## config.mk

```make
export PLATFORM = sky130hd
export DESIGN_NAME = uio_bus_arbiter_flat
export DESIGN_NICKNAME = d
export VERILOG_FILES = /design/src/rtl/uio_bus_if.sv /design/src/rtl/uio_bus_arbiter.sv /design/src/flat_wrapper.sv
export SDC_FILE = /design/constraint.sdc
export NUM_CORES = 1
export LEC_CHECK = 0
export BUFFER_PORTS_ARGS = -buffer_cell sky130_fd_sc_hd__buf_2
export CAP_MARGIN = 20
export CELL_PAD_IN_SITES_DETAIL_PLACEMENT = 2
export CELL_PAD_IN_SITES_GLOBAL_PLACEMENT = 2
export CORE_MARGIN = 2
export CORE_UTILIZATION = 30
export DETAILED_ROUTE_END_ITERATION = 12
export GPL_ROUTABILITY_DRIVEN = 0
export PLACE_DENSITY = 0.84
export SLEW_MARGIN = 25
export SYNTH_ARGS = -nofsm -noshare
export SYNTH_HDL_FRONTEND = slang
export SYNTH_SLANG_ARGS = --single-unit
```

## constraint.sdc

```tcl
create_clock -name clk -period 4.7 [get_ports clk]
set_clock_uncertainty 0.1 [all_clocks]
set_input_delay 0.47 -clock clk [delete_from_list [all_inputs] [get_ports clk]]
set_output_delay 0.47 -clock clk [all_outputs]
set_load 0.1 [all_outputs]
```

## src/rtl/uio_bus_if.sv

```systemverilog
// Bus bundle between the two requesters, the uio pads and the uio bus arbiter.
// The arbiter uses the slave modport; the requester/pad side uses master.
interface uio_bus_if;
  logic       ena;
  logic [1:0] req;
  logic [1:0] wr;
  logic [7:0] wdata0;
  logic [7:0] wdata1;
  logic [7:0] uio_in;
  logic [1:0] gnt;
  logic [7:0] rdata;
  logic [1:0] rvalid;
  logic [7:0] uio_out;
  logic [7:0] uio_oe;
  logic       busy;

  modport master (
    output ena, req, wr, wdata0, wdata1, uio_in,
    input  gnt, rdata, rvalid, uio_out, uio_oe, busy
  );

  modport slave (
    input  ena, req, wr, wdata0, wdata1, uio_in,
    output gnt, rdata, rvalid, uio_out, uio_oe, busy
  );
endinterface

```

## src/rtl/uio_bus_arbiter.sv

```systemverilog
// Round-robin time-sharing of the 8-bit uio pad bus between two requesters,
// with idle turnaround cycles so two owners never drive back to back.
module uio_bus_arbiter #(
  parameter int unsigned TURNAROUND = 1,
  parameter int unsigned MAX_HOLD   = 8
) (
  input logic       clk,
  input logic       rst,
  uio_bus_if.slave  bus
);

  typedef enum logic [1:0] {IDLE, OWN, TURN} state_t;

  state_t      state;
  logic        owner;
  logic        own_wr;
  logic        last;
  logic [7:0]  hold;
  logic [3:0]  turn_cnt;

  logic        pick;
  logic        pick_wr;
  logic [7:0]  pick_data;
  logic [7:0]  owner_data;
  logic        req_own;
  logic        req_oth;
  logic        stay_own;
  logic        turn_done;
  logic        grant_now;

  always_comb begin
    pick = ~last;
    if (bus.req == 2'b01)      pick = 1'b0;
    else if (bus.req == 2'b10) pick = 1'b1;
    pick_wr    = bus.wr[pick];
    pick_data  = pick  ? bus.wdata1 : bus.wdata0;
    owner_data = owner ? bus.wdata1 : bus.wdata0;
    req_own    = bus.req[owner];
    req_oth    = bus.req[~owner];
    stay_own   = bus.ena && req_own && !(req_oth && (hold == 8'(MAX_HOLD - 1)));
    turn_done  = (turn_cnt == 4'(TURNAROUND - 1));
    grant_now  = bus.ena && (bus.req != 2'b00) &&
                 ((state == IDLE) || ((state == TURN) && turn_done));
  end

  assign bus.busy = (state != IDLE);

  always_ff @(posedge clk or posedge rst) begin
    if (rst) begin
      state       <= IDLE;
      owner       <= 1'b0;
      own_wr      <= 1'b0;
      last        <= 1'b1;
      hold        <= '0;
      turn_cnt    <= '0;
      bus.gnt     <= '0;
      bus.uio_oe  <= '0;
      bus.uio_out <= '0;
      bus.rdata   <= '0;
      bus.rvalid  <= '0;
    end else begin
      bus.rvalid <= '0;
      case (state)
        IDLE: ;
        OWN: begin
          if (stay_own) begin
            if (req_oth && (hold != '1)) hold <= hold + 8'd1;
            if (own_wr) begin
              bus.uio_out <= owner_data;
            end else begin
              bus.rdata  <= bus.uio_in;
              bus.rvalid <= owner ? 2'b10 : 2'b01;
            end
          end else begin
            bus.gnt     <= '0;
            bus.uio_oe  <= '0;
            bus.uio_out <= '0;
            turn_cnt    <= '0;
            state       <= (bus.req == 2'b00) ? IDLE : TURN;
          end
        end
        TURN: begin
          if (!turn_done) turn_cnt <= turn_cnt + 4'd1;
          else            state    <= IDLE;
        end
        default: state <= IDLE;
      endcase
      // A grant from IDLE or at the end of TURN overrides the fall-back to IDLE above.
      if (grant_now) begin
        state       <= OWN;
        owner       <= pick;
        last        <= pick;
        own_wr      <= pick_wr;
        hold        <= '0;
        bus.gnt     <= pick ? 2'b10 : 2'b01;
        bus.uio_oe  <= pick_wr ? 8'hFF : 8'h00;
        bus.uio_out <= pick_wr ? pick_data : 8'h00;
      end
    end
  end

endmodule

```

## src/flat_wrapper.sv

```systemverilog
// flat-port wrapper written by rule: the top's interface ports become plain ports
module uio_bus_arbiter_flat 
#(
  parameter int unsigned TURNAROUND = 1,
  parameter int unsigned MAX_HOLD   = 8
)
  (clk, rst, bus_ena, bus_req, bus_wr, bus_wdata0, bus_wdata1, bus_uio_in, bus_gnt, bus_rdata, bus_rvalid, bus_uio_out, bus_uio_oe, bus_busy);
  uio_bus_if bus_i ();
  input logic clk;
  input logic rst;
  input wire logic [$bits(bus_i.ena)-1:0] bus_ena;
  input wire logic [$bits(bus_i.req)-1:0] bus_req;
  input wire logic [$bits(bus_i.wr)-1:0] bus_wr;
  input wire logic [$bits(bus_i.wdata0)-1:0] bus_wdata0;
  input wire logic [$bits(bus_i.wdata1)-1:0] bus_wdata1;
  input wire logic [$bits(bus_i.uio_in)-1:0] bus_uio_in;
  output wire logic [$bits(bus_i.gnt)-1:0] bus_gnt;
  output wire logic [$bits(bus_i.rdata)-1:0] bus_rdata;
  output wire logic [$bits(bus_i.rvalid)-1:0] bus_rvalid;
  output wire logic [$bits(bus_i.uio_out)-1:0] bus_uio_out;
  output wire logic [$bits(bus_i.uio_oe)-1:0] bus_uio_oe;
  output wire logic [$bits(bus_i.busy)-1:0] bus_busy;
  assign bus_i.ena = bus_ena;
  assign bus_i.req = bus_req;
  assign bus_i.wr = bus_wr;
  assign bus_i.wdata0 = bus_wdata0;
  assign bus_i.wdata1 = bus_wdata1;
  assign bus_i.uio_in = bus_uio_in;
  assign bus_gnt = bus_i.gnt;
  assign bus_rdata = bus_i.rdata;
  assign bus_rvalid = bus_i.rvalid;
  assign bus_uio_out = bus_i.uio_out;
  assign bus_uio_oe = bus_i.uio_oe;
  assign bus_busy = bus_i.busy;
  uio_bus_arbiter #(.TURNAROUND(TURNAROUND), .MAX_HOLD(MAX_HOLD)) u_core (.clk(clk), .rst(rst), .bus(bus_i));
endmodule
```

==> results.yml <==
outcome:
  status: "finished, final reports clean"
setup_path:
  timing_worst_setup_path_type: "reg2reg"
  crit_path_max_fanout: 13
  cp.arrival_ns: 2.85
  startpoint_type: "register"
  worst_ep_required_time_ns: 4.77
  type_of_element_capturing_the_critical_path: "register"
timing:
  worst-slew-pin-transition_ns: 0.924
  fmax_ghz: 0.360
  unrepaired_setup_endpoints_after_global_routing: "false"
  min_period_over_period_pct: 59.2
  max_transition_viols_final: 0
  setup-tns-final_ns: 0
  timing.final.ws_setup_ns: 1.92
  finalSetupViolCount: 0
  slew-limit-headroom_pct: 38.1
  min_period_ns: 2.78
  finalHoldViolations: 0
logic_synthesis:
  ranking_of_synthesized_cells_by_area: "sky130_fd_sc_hd__dfrtp_1 (43%), sky130_fd_sc_hd__mux2i_1 (8.4%), sky130_fd_sc_hd__mux2_1 (4.2%)"
  avgSynthCellArea_um2: 10.7
  post_synth_inst_count: 200
  post_synth_edffs: 0
  synthArstFlopShare_pct: 100
  number_of_distinct_library_cells_after_synthesis: 50
  main_flop_type_after_synthesis: "sky130_fd_sc_hd__dfrtp_1"
  syn-cell-area_mm2: 0.00214
  synth_top_cell_area_share_pct: 43.2
  yosys_warnings: 0
  sequential_fraction_of_the_synthesis_area_pct: 44.4
  synth_seq_cells: 38
  syn_nets: 237
  synth_area_leader_cell: "sky130_fd_sc_hd__dfrtp_1"
floorplanning:
  floorplan.initialDensity_pct: 31.2
  core_area_mm2: 0.00687
  die_y_um: 88.5
  num_rows: 30
  die_x_um: 88.5
  floorplan.io_pins: 60
  design.die.area_mm2: 0.00784
cells_and_area:
  final_cell_count_no_fill: 349
  final_design_area_no_fill_mm2: 0.00259
  antenna_cells: 0
  multi_input_comb_area_mm2: 0.00107
  layout.area.seq_um2: 952
  layout-drive-gt1-share_pct: 31.6
  area_growth_pct: 20.7
  num-nets-final: 289
  fillCellCount: 756
global_route:
  grt_start_max_net_pins: 39
  grt.overflow.total: 0
  antenna_found_initial: 0
  grt_pass1_wl_mm: 9.64
  grt_pass1_vias: 1914
  global_route.usage.total_pct: 15.8
clocking:
  cts.sink_count: 38
  cts_repair_resize_count: 0
  cts_hold_repair.buffers: 0
  cts_root_buffer: "sky130_fd_sc_hd__clkbuf_8"
  tritoncts_clock_tree: "built"
  clock_latency_ns: 0.29
  htree_levels: 2
  clkTransAtPathRegs_ns: 0.08
  cts.path.max_buffers: 2
  cts_inserted_buffers: 5
  cts.repair_timing.setup_buffer_count: 0
placed_design:
  place.detailed.instances: 341
  pre_cts_slack_ns: 1.93
  port_buffers: 59
  post_dp_cell_area_mm2: 0.00247
  hpwl_mm: 4.30
detailed_routing:
  drt-pass1-iter-count: 4
  wl_per_cell_um: 16.7
  ant_nets: 0
  num_vias: 1756
  post_drt_via_cell_ratio: 5.03
  drt_iter0_drc: 40
  wl_mm: 5.83
  drc: 0
min_path:
  hp-class: "in2async"
job:
  timing.max_cap.violations: 0
==> cell families after synthesis <==
family                   after synthesis  synth area share [%]
flip-flops                            38                  44.4
AND/OR/NAND/NOR                       56                  14.8
AO/OA/AOI/OAI                         44                  15.2
adder cells (fa/ha/maj)                6                  3.50
buffers and inverters                 22                  5.78
XOR/XNOR                               6                  2.45
multiplexers                          28                  13.8
==> cells in the final DEF, fill, tap and decap left out, types with 3 or more instances in the layout <==
cell / count
sky130_fd_sc_hd__a21o_1: 4
sky130_fd_sc_hd__mux2i_1: 18
sky130_fd_sc_hd__nor2_1: 19
sky130_fd_sc_hd__nor4_1: 5
sky130_fd_sc_hd__o21ai_0: 7
sky130_fd_sc_hd__nand2b_1: 3
sky130_fd_sc_hd__a21oi_1: 10
sky130_fd_sc_hd__ha_1: 6
sky130_fd_sc_hd__inv_1: 7
sky130_fd_sc_hd__xnor2_1: 5
sky130_fd_sc_hd__dfrtp_1: 37
sky130_fd_sc_hd__nand2_1: 7
sky130_fd_sc_hd__o32a_1: 8
sky130_fd_sc_hd__mux2_1: 8
sky130_fd_sc_hd__buf_2: 59
sky130_fd_sc_hd__nand3_1: 6
sky130_fd_sc_hd__clkbuf_8: 5
==> final timing paths <==
kind                                            startpoint                           endpoint  slack [ns]  cells after the start
setup / recovery                  u_core.owner$_DFFE_PP0N_  u_core.bus.uio_out[3]$_DFFE_PP0P_        1.92                      5
hold / removal                                         rst    u_core.bus.rdata[1]$_DFFE_PP0P_        0.19                      3
setup reg to reg                  u_core.owner$_DFFE_PP0N_  u_core.bus.uio_out[3]$_DFFE_PP0P_        1.92                      5
hold reg to reg            u_core.bus.rdata[7]$_DFFE_PP0P_    u_core.bus.rdata[7]$_DFFE_PP0P_        0.39                      1
max in group asynchronous                              rst            u_core.last$_DFFE_PP1N_        3.94                      3
min in group clk                             bus_uio_in[7]    u_core.bus.rdata[7]$_DFFE_PP0P_        0.29                      2
==> state kept, by name, summed over array words and instances (netlist names) <==
register and count:
u_core.owner 1, u_core.bus.uio_oe 1, u_core.own_wr 1, u_core.hold 8
u_core.bus.rdata 8, u_core.bus.gnt 2, u_core.turn_cnt 4, u_core.bus.uio_out 8
u_core.bus.rvalid 2, u_core.last 1, u_core.state 2
==> per-layer routing <==
metal | part of all wire, % | global-route usage [%]
met1 | 45 | 20.9
met2 | 51 | 27.5
met3 | 3.9 | 2.43
met4 | 0.81 | 3.31
met5 | 0 | 0
==> layout make-up <==
type	count	area share (%)
Timing Repair Buffer	60	11.7
Tap cell	96	4.64
Multi-Input combinational cell	140	41.4
Clock inverter	3	1.74
Inverter	7	1.02
Sequential cell	38	36.8
Clock buffer	5	2.66
==> Yosys cell counts (3+ instances only) <==
cell type and instances:
sky130_fd_sc_hd__clkbuf_1 3, sky130_fd_sc_hd__buf_2 3, sky130_fd_sc_hd__buf_4 8, sky130_fd_sc_hd__mux2i_1 18, sky130_fd_sc_hd__nand2_1 7, sky130_fd_sc_hd__nor2_1 19, sky130_fd_sc_hd__o32a_1 8, sky130_fd_sc_hd__xnor2_1 5
sky130_fd_sc_hd__a21oi_1 11, sky130_fd_sc_hd__o21ai_0 7, sky130_fd_sc_hd__nor4_1 5, sky130_fd_sc_hd__nand2b_1 3, sky130_fd_sc_hd__a21o_1 4, sky130_fd_sc_hd__mux2_1 8, sky130_fd_sc_hd__ha_1 6, sky130_fd_sc_hd__inv_1 7
sky130_fd_sc_hd__dfrtp_1 37, sky130_fd_sc_hd__nand3_1 6
==> critical path, stage by stage (launching register included) <==
cell	delay, ns
sky130_fd_sc_hd__dfrtp_1	0.76
sky130_fd_sc_hd__mux2i_1	0.22
sky130_fd_sc_hd__nor3_2	0.76
sky130_fd_sc_hd__or4_1	0.43
sky130_fd_sc_hd__a21oi_1	0.08
sky130_fd_sc_hd__o32a_1	0.32
==> per-stage QoR <==
step | hold WS (ns) | utilization, %
6_report | 0.188 | 37.7
4_1_cts | 0.214 | 37.7
3_5_place_dp | 0.365 | 36.0
2_1_floorplan | 0.373 | -
5_1_grt | 0.227 | 37.7
3_3_place_gp | 0.363 | 35.9
Power is left out: the tool's default activity adds up to more than one toggle a clock period on the data nets, which glitch-free logic cannot reach.
